===== src/rtl/wb_regfile_pkg.sv =====
// ============================================================================
//  wb_regfile_pkg : shared sizes and defaults for the WB register file slice
//  Revision 1.0
// ============================================================================
`default_nettype none

package wb_regfile_pkg;
    localparam int              REG_CNT    = 32;
    localparam int              REG_AW     = 5;
    localparam logic [REG_AW-1:0] ZERO_REG = 5'd0;
    localparam int              DEF_DATA_W = 32;
    localparam int              DEF_PEND_W = 2;

    typedef logic [REG_AW-1:0] reg_addr_t;
endpackage

`default_nettype wire


===== src/rtl/wb_pend_counter.sv =====
// ============================================================================
//  wb_pend_counter : saturating up/down count of in-flight writes to one reg
//  Revision 1.0
// ============================================================================
`default_nettype none

module wb_pend_counter
    import wb_regfile_pkg::*;
#(
    parameter int PEND_W = DEF_PEND_W
) (
    input  logic              clk_i,
    input  logic              rst_ni,
    input  logic              inc_i,
    input  logic              dec_i,
    output logic [PEND_W-1:0] cnt_o
);

    localparam logic [PEND_W-1:0] C_MAX = '1;

    logic [PEND_W-1:0] cnt_q;
    logic [PEND_W-1:0] cnt_d;

    // Simultaneous inc and dec cancel; the ends never wrap.
    always_comb begin
        cnt_d = cnt_q;
        if (inc_i && !dec_i && (cnt_q != C_MAX)) begin
            cnt_d = cnt_q + 1'b1;
        end else if (dec_i && !inc_i && (cnt_q != '0)) begin
            cnt_d = cnt_q - 1'b1;
        end
    end

    always_ff @(posedge clk_i or negedge rst_ni) begin
        if (!rst_ni) begin
            cnt_q <= '0;
        end else begin
            cnt_q <= cnt_d;
        end
    end

    assign cnt_o = cnt_q;

endmodule

`default_nettype wire


===== src/rtl/wb_regfile.sv =====
// ============================================================================
//  wb_regfile : 32x32 register file, WB write port, bypassed ID read ports,
//               pending-write scoreboard driving IDStall
//  Revision 1.0
// ============================================================================
`default_nettype none

module wb_regfile
    import wb_regfile_pkg::*;
#(
    parameter int DATA_W = DEF_DATA_W,
    parameter int PEND_W = DEF_PEND_W
) (
    input  logic              RegClk,
    input  logic              RegRstN,
    input  logic [4:0]        WBRd,
    input  logic [DATA_W-1:0] WBData,
    input  logic              WBRegWrite,
    input  logic [4:0]        IDRs,
    input  logic [4:0]        IDRt,
    output logic [DATA_W-1:0] IDRsData,
    output logic [DATA_W-1:0] IDRtData,
    input  logic              IDIssue,
    input  logic [4:0]        IDIssueRd,
    output logic              IDStall
);

    localparam logic [PEND_W-1:0] CNT_MAX = '1;
    localparam logic [PEND_W-1:0] CNT_ONE = PEND_W'(1);

    logic [DATA_W-1:0] reg_q [REG_CNT];
    logic [DATA_W-1:0] rs_data_q, rs_data_d;
    logic [DATA_W-1:0] rt_data_q, rt_data_d;
    logic [PEND_W-1:0] cnt_w [REG_CNT];
    logic [REG_CNT-1:1] inc_w;
    logic [REG_CNT-1:1] dec_w;

    logic wb_we_w;
    logic hz_rs_w;
    logic hz_rt_w;
    logic full_w;
    logic issue_ok_w;

    assign wb_we_w = WBRegWrite && (WBRd != ZERO_REG);

    // ------------------------------------------------------------------
    // Storage; r0 stays zero because writes to it are filtered above.
    // ------------------------------------------------------------------
    always_ff @(posedge RegClk or negedge RegRstN) begin
        if (!RegRstN) begin
            for (int i = 0; i < REG_CNT; i++) begin
                reg_q[i] <= '0;
            end
        end else if (wb_we_w) begin
            reg_q[WBRd] <= WBData;
        end
    end

    // Same-edge write-through so ID never captures a stale value.
    always_comb begin
        rs_data_d = reg_q[IDRs];
        rt_data_d = reg_q[IDRt];
        if (wb_we_w && (WBRd == IDRs)) begin
            rs_data_d = WBData;
        end
        if (wb_we_w && (WBRd == IDRt)) begin
            rt_data_d = WBData;
        end
    end

    always_ff @(posedge RegClk or negedge RegRstN) begin
        if (!RegRstN) begin
            rs_data_q <= '0;
            rt_data_q <= '0;
        end else begin
            rs_data_q <= rs_data_d;
            rt_data_q <= rt_data_d;
        end
    end

    assign IDRsData = rs_data_q;
    assign IDRtData = rt_data_q;

    // ------------------------------------------------------------------
    // Scoreboard
    // ------------------------------------------------------------------
    assign cnt_w[0] = '0;

    for (genvar g = 1; g < REG_CNT; g++) begin : g_pend
        assign inc_w[g] = issue_ok_w && (IDIssueRd == REG_AW'(g));
        assign dec_w[g] = WBRegWrite && (WBRd == REG_AW'(g));

        wb_pend_counter #(
            .PEND_W (PEND_W)
        ) u_cnt (
            .clk_i  (RegClk),
            .rst_ni (RegRstN),
            .inc_i  (inc_w[g]),
            .dec_i  (dec_w[g]),
            .cnt_o  (cnt_w[g])
        );
    end

    // A single outstanding write that lands this cycle is covered by bypass.
    always_comb begin
        hz_rs_w = (IDRs != ZERO_REG) && (cnt_w[IDRs] != '0)
                  && !((cnt_w[IDRs] == CNT_ONE) && WBRegWrite && (WBRd == IDRs));
        hz_rt_w = (IDRt != ZERO_REG) && (cnt_w[IDRt] != '0)
                  && !((cnt_w[IDRt] == CNT_ONE) && WBRegWrite && (WBRd == IDRt));
        full_w  = IDIssue && (IDIssueRd != ZERO_REG) && (cnt_w[IDIssueRd] == CNT_MAX);
    end

    assign IDStall    = hz_rs_w || hz_rt_w || full_w;
    assign issue_ok_w = IDIssue && !IDStall;

endmodule

`default_nettype wire


===== config.mk =====
export PLATFORM = sky130hd
export DESIGN_NAME = wb_regfile
export DESIGN_NICKNAME = d
export VERILOG_FILES = /design/src/rtl/wb_regfile_pkg.sv /design/src/rtl/wb_pend_counter.sv /design/src/rtl/wb_regfile.sv
export SDC_FILE = /design/constraint.sdc
export NUM_CORES = 2
export LEC_CHECK = 0
export BUFFER_PORTS_ARGS = -buffer_cell sky130_fd_sc_hd__buf_2
export CAP_MARGIN = 5
export CORE_MARGIN = 4
export CORE_UTILIZATION = 26
export DETAILED_ROUTE_END_ITERATION = 8
export GPL_ROUTABILITY_DRIVEN = 0
export PLACE_DENSITY_LB_ADDON = 0.12
export SLEW_MARGIN = 25
export SYNTH_ARGS = -nofsm -noshare
export SYNTH_HDL_FRONTEND = slang
export SYNTH_SLANG_ARGS = --single-unit
export TNS_END_PERCENT = 100

===== constraint.sdc =====
create_clock -name RegClk -period 6.3 [get_ports RegClk]
set_input_delay 0.945 -clock RegClk [delete_from_list [all_inputs] [get_ports RegClk]]
set_output_delay 0.945 -clock RegClk [all_outputs]
set_load 0.01 [all_outputs]

==> results.json <==
{
  "slew_viol_final": 0,
  "synth_adder_area_share_pct": 0,
  "synth.ff_latch_count": 1150,
  "fillerInstances": 23600,
  "io_pins": 121,
  "globalRouteTotalUtil_pct": 19.2,
  "final_cells": 7924,
  "r2r-start": "g_pend[11].u_cnt.cnt_o[1]",
  "ff2ff_setup_slack_ns": 3.07,
  "asyncSetResetFlopFracSynth_pct": 100,
  "clkPwrFrac_pct": 37.6,
  "floorplan.initialDensity_pct": 26.2,
  "cts_setup_buffers": 0,
  "finalNetCount": 4714,
  "fin_crit_sh_pct": 69.7,
  "synthToLayoutAreaGrowth_pct": 14.6,
  "vdd.ir_drop.worst_mv": 0.235,
  "maxSlewHeadroom_pct": 26.7,
  "seqCellArea_um2": 28800,
  "clock_tree.root_cell": "sky130_fd_sc_hd__clkbuf_16",
  "die_h_um": 496,
  "synthMuxAreaShare_pct": 37.6,
  "yosys_warnings": 0,
  "startpoint_kind_of_the_worst_setup_timing_path": "input port",
  "powerDensity_nw_per_um2": 323,
  "average_cell_area_after_synthesis_um2": 13.0,
  "clock_pin_transition_on_the_worst_setup_and_hold_timing_paths_ns": 0.06,
  "count_of_flip_flops_with_a_built_in_enable_after_synthesis": 0,
  "floorplan.die_area_um2": 246000,
  "combinational_family_with_the_most_area_after_synthesis": "multiplexers",
  "core_area_um2": 236000,
  "groute.layer.met1.usage_pct": 28.0,
  "critical_path.reg2reg.endpoint": "g_pend[1].u_cnt.cnt_o[0]",
  "cts_tree": "done",
  "grt-busiest-layer": "met2",
  "drtPass1Iterations": 5,
  "cts.htree.levels": 4,
  "netSwitchingPower_uw": 6470,
  "synth.cell_area_um2": 61800,
  "worst-slew-pin-transition_ns": 1.10,
  "yosys.area_share.simple_pct": 9.17,
  "grt_util_met3_pct": 3.18,
  "grt.met2_usage_pct": 29.7,
  "total_length_of_routed_wires_mm": 235,
  "clock.fmax_ghz": 0.228,
  "multi_input_comb_area_um2": 31200,
  "cts_inserted_buffers": 147,
  "power_frac_comb_pct": 19.3,
  "timing.hold.worst.class": "input port to asynchronous set/reset pin",
  "critPathMaxFanout": 72,
  "ratio_of_cells_with_drive_above_1_in_the_final_layout_pct": 38.4,
  "antenna_violations_before_repair": 13,
  "dieWidth_um": 496,
  "cellInternalPower_uw": 16400,
  "critical_path.endpoint_type": "output pin",
  "grt_pass1_wl_mm": 339,
  "synth_xor_xnor_area_share_pct": 0.170,
  "drtIter0Drc": 3370,
  "post_synthesis_net_count": 4825,
  "final.min_clock_period_ns": 4.39,
  "synth_flop_cell": "sky130_fd_sc_hd__dfrtp_1",
  "report.final.hold_viol_count": 0,
  "ctsLongestPathBuffers": 3,
  "final.setup.tns_ns": 0,
  "postCtsResizedCells": 0,
  "dpl.hpwl_mm": 129,
  "rsz0062_at_grt": "no",
  "switching_share_pct": 28.3,
  "skew_ns": 0.0389,
  "grt-ovfl-total": 0,
  "vias_in_the_first_global_route": 43000,
  "synth_seq_area_share_pct": 46.6,
  "drt-wirelength-per-cell_um": 29.7,
  "place.port_buffers": 120,
  "dr_total_vias": 41200,
  "max_cap_viol": 0,
  "synth_compound_gate_area_share_pct": 3.04,
  "insertion_delay_ns": 0.79,
  "grt_max_degree": 146,
  "outcome": "finished clean",
  "path_class": "input port to output pin",
  "placedCellCount": 7658,
  "cts-hold-fix-buffers": 0,
  "worstRegToRegCells": 7,
  "pwr-share-seq_pct": 43.1,
  "cellLeakagePower_uw": 0.0307,
  "timing.final.setup_violations": 0,
  "cts_num_sinks": 1150,
  "final_antenna_net_count": 0,
  "floorplan.rows": 178,
  "vias_per_cell": 5.20,
  "worst-endpoint-required_ns": 5.35,
  "synthesis.instances": 4769,
  "timing.critical_path.arrival_ns": 3.45,
  "route.detailed.drc": 0,
  "synth_cell_types": 85
}
[power groups by stage]
stage	Combinational (uW)	Clock, uW	Sequential (uW)
4_1_cts	4490	8890	9840
6_report	4420	8600	9850
3_3_place_gp	4420	0	9920
3_5_place_dp	4480	0	9960
2_1_floorplan	3270	0	9600
5_1_grt	4830	9160	10000
[layer usage]
layer | up-vias | wire, um
met2 | 1051 | 107000
met5 | - | 71
li1 | 17300 | -
met1 | 22600 | 111000
met4 | 10 | 5550
met3 | 283 | 11300
[flip-flops by register name (all words and copies together) (netlist names)]
name	cells
IDRtData	32
g_pend.u_cnt.cnt_o	62
IDRsData	32
reg_q	1024
[cell type report]
type                       instances  area share (%)
multi-input combinational       3092            44.0
clock inverter                    29           0.398
tap                             3150            5.57
inverter                          50           0.269
antenna                            2         0.00707
timing repair buffer             217            2.57
clock buffer                     234            6.51
sequential                      1150            40.6
[critical path, stage by stage]
cell and delay (ns):
sky130_fd_sc_hd__buf_8 0.56, sky130_fd_sc_hd__mux2i_1 0.16, sky130_fd_sc_hd__mux4_2 0.54, sky130_fd_sc_hd__a2111oi_2 0.46, sky130_fd_sc_hd__o21ai_1 0.16, sky130_fd_sc_hd__and2_4 0.20, sky130_fd_sc_hd__nand3_1 0.16, sky130_fd_sc_hd__buf_2 0.17
[worst max-delay path by stage]
stage / start / to / slack [ns] / depth (start not counted)
final: IDRs[1] / IDStall / 1.91 / 8
after floorplan: IDRt[0] / IDStall / 2.82 / 8
after global routing: IDRs[0] / IDStall / 1.77 / 8
after CTS: IDRs[0] / IDStall / 1.87 / 7
after detailed placement: IDRs[0] / IDStall / 1.85 / 7
after global placement: IDRs[0] / IDStall / 1.87 / 8
[layout by cell type, fill, tap and decap left out, types with 11 or more instances in the layout]
cell / synthesis / layout
sky130_fd_sc_hd__nand2_4: 1 / 12
sky130_fd_sc_hd__o21ai_0: 82 / 82
sky130_fd_sc_hd__clkbuf_16: 0 / 153
sky130_fd_sc_hd__buf_12: 1 / 27
sky130_fd_sc_hd__o2111ai_1: 20 / 20
sky130_fd_sc_hd__clkbuf_8: 0 / 49
sky130_fd_sc_hd__inv_1: 47 / 46
sky130_fd_sc_hd__clkbuf_1: 378 / 33
sky130_fd_sc_hd__buf_2: 68 / 110
sky130_fd_sc_hd__nand3_1: 36 / 33
sky130_fd_sc_hd__a21oi_1: 25 / 25
sky130_fd_sc_hd__nor3_1: 18 / 16
sky130_fd_sc_hd__mux2i_1: 88 / 88
sky130_fd_sc_hd__nand2_1: 1191 / 1179
sky130_fd_sc_hd__a31oi_1: 12 / 12
sky130_fd_sc_hd__nor2_4: 0 / 22
sky130_fd_sc_hd__mux4_2: 668 / 668
sky130_fd_sc_hd__o22ai_1: 13 / 13
sky130_fd_sc_hd__mux2_2: 645 / 645
sky130_fd_sc_hd__dfrtp_1: 1150 / 1150
sky130_fd_sc_hd__o31ai_1: 16 / 16
sky130_fd_sc_hd__o211ai_1: 16 / 16
sky130_fd_sc_hd__nor2_1: 74 / 52
sky130_fd_sc_hd__buf_4: 4 / 68
sky130_fd_sc_hd__clkinv_2: 0 / 16
sky130_fd_sc_hd__nor2b_1: 11 / 11
[logic make-up (layout without fill, tap and decap cells)]
| logic type | Yosys count | after routing |
|---|---|---|
| multiplexers | 1403 | 1403 |
| flip-flops | 1150 | 1150 |
| AO/OA/AOI/OAI | 271 | 271 |
| buffers and inverters | 527 | 530 |
| XOR/XNOR | 12 | 12 |
| other | 0 | 2 |
| AND/OR/NAND/NOR | 1406 | 1406 |
[per-stage QoR]
step	setup WS, ns	area [um2]	power [uW]	hold slack [ns]	utilization [%]
finish	1.91	70800	22900	0.125	30.0
global route	1.77	70800	24000	0.155	30.0
CTS	1.87	70800	23200	0.174	30.0
detailed placement	1.85	65900	14400	0.383	27.9
global placement	1.87	65800	14300	0.376	27.9
floorplan	2.82	61800	12900	0.441	-
[Yosys cell counts (5+ instances only)]
cell type / number / area, um2
sky130_fd_sc_hd__mux2_2: 645 / 7260
sky130_fd_sc_hd__mux4_2: 668 / 15000
sky130_fd_sc_hd__nand3_1: 36 / 180
sky130_fd_sc_hd__a21o_1: 10 / 75.1
sky130_fd_sc_hd__a32o_1: 8 / 80.1
sky130_fd_sc_hd__o211ai_1: 16 / 120
sky130_fd_sc_hd__o21a_1: 10 / 75.1
sky130_fd_sc_hd__o2111ai_1: 20 / 175
sky130_fd_sc_hd__inv_1: 47 / 176
sky130_fd_sc_hd__or3_1: 8 / 50.1
sky130_fd_sc_hd__a311oi_1: 9 / 78.8
sky130_fd_sc_hd__or4_1: 6 / 45.0
sky130_fd_sc_hd__nor2b_1: 11 / 68.8
sky130_fd_sc_hd__nand4_1: 7 / 43.8
sky130_fd_sc_hd__a41oi_1: 8 / 70.1
sky130_fd_sc_hd__nor2_1: 74 / 278
sky130_fd_sc_hd__clkbuf_1: 378 / 1420
sky130_fd_sc_hd__buf_1: 19 / 71.3
sky130_fd_sc_hd__and2_1: 8 / 50.1
sky130_fd_sc_hd__buf_2: 68 / 340
sky130_fd_sc_hd__nand2b_1: 8 / 50.1
sky130_fd_sc_hd__a21oi_1: 25 / 125
sky130_fd_sc_hd__nand2_1: 1191 / 4470
sky130_fd_sc_hd__o31ai_1: 16 / 120
sky130_fd_sc_hd__mux2i_1: 88 / 881
sky130_fd_sc_hd__nor4_1: 8 / 50.1
sky130_fd_sc_hd__o21ai_0: 82 / 410
sky130_fd_sc_hd__o22ai_1: 13 / 81.3
sky130_fd_sc_hd__nand3b_1: 5 / 37.5
sky130_fd_sc_hd__nor3_1: 18 / 90.1
sky130_fd_sc_hd__dfrtp_1: 1150 / 28800
sky130_fd_sc_hd__a31oi_1: 12 / 75.1
sky130_fd_sc_hd__xor2_1: 9 / 78.8
sky130_fd_sc_hd__buf_6: 6 / 67.6
Note: power is estimated with default switching activity, not from simulation.
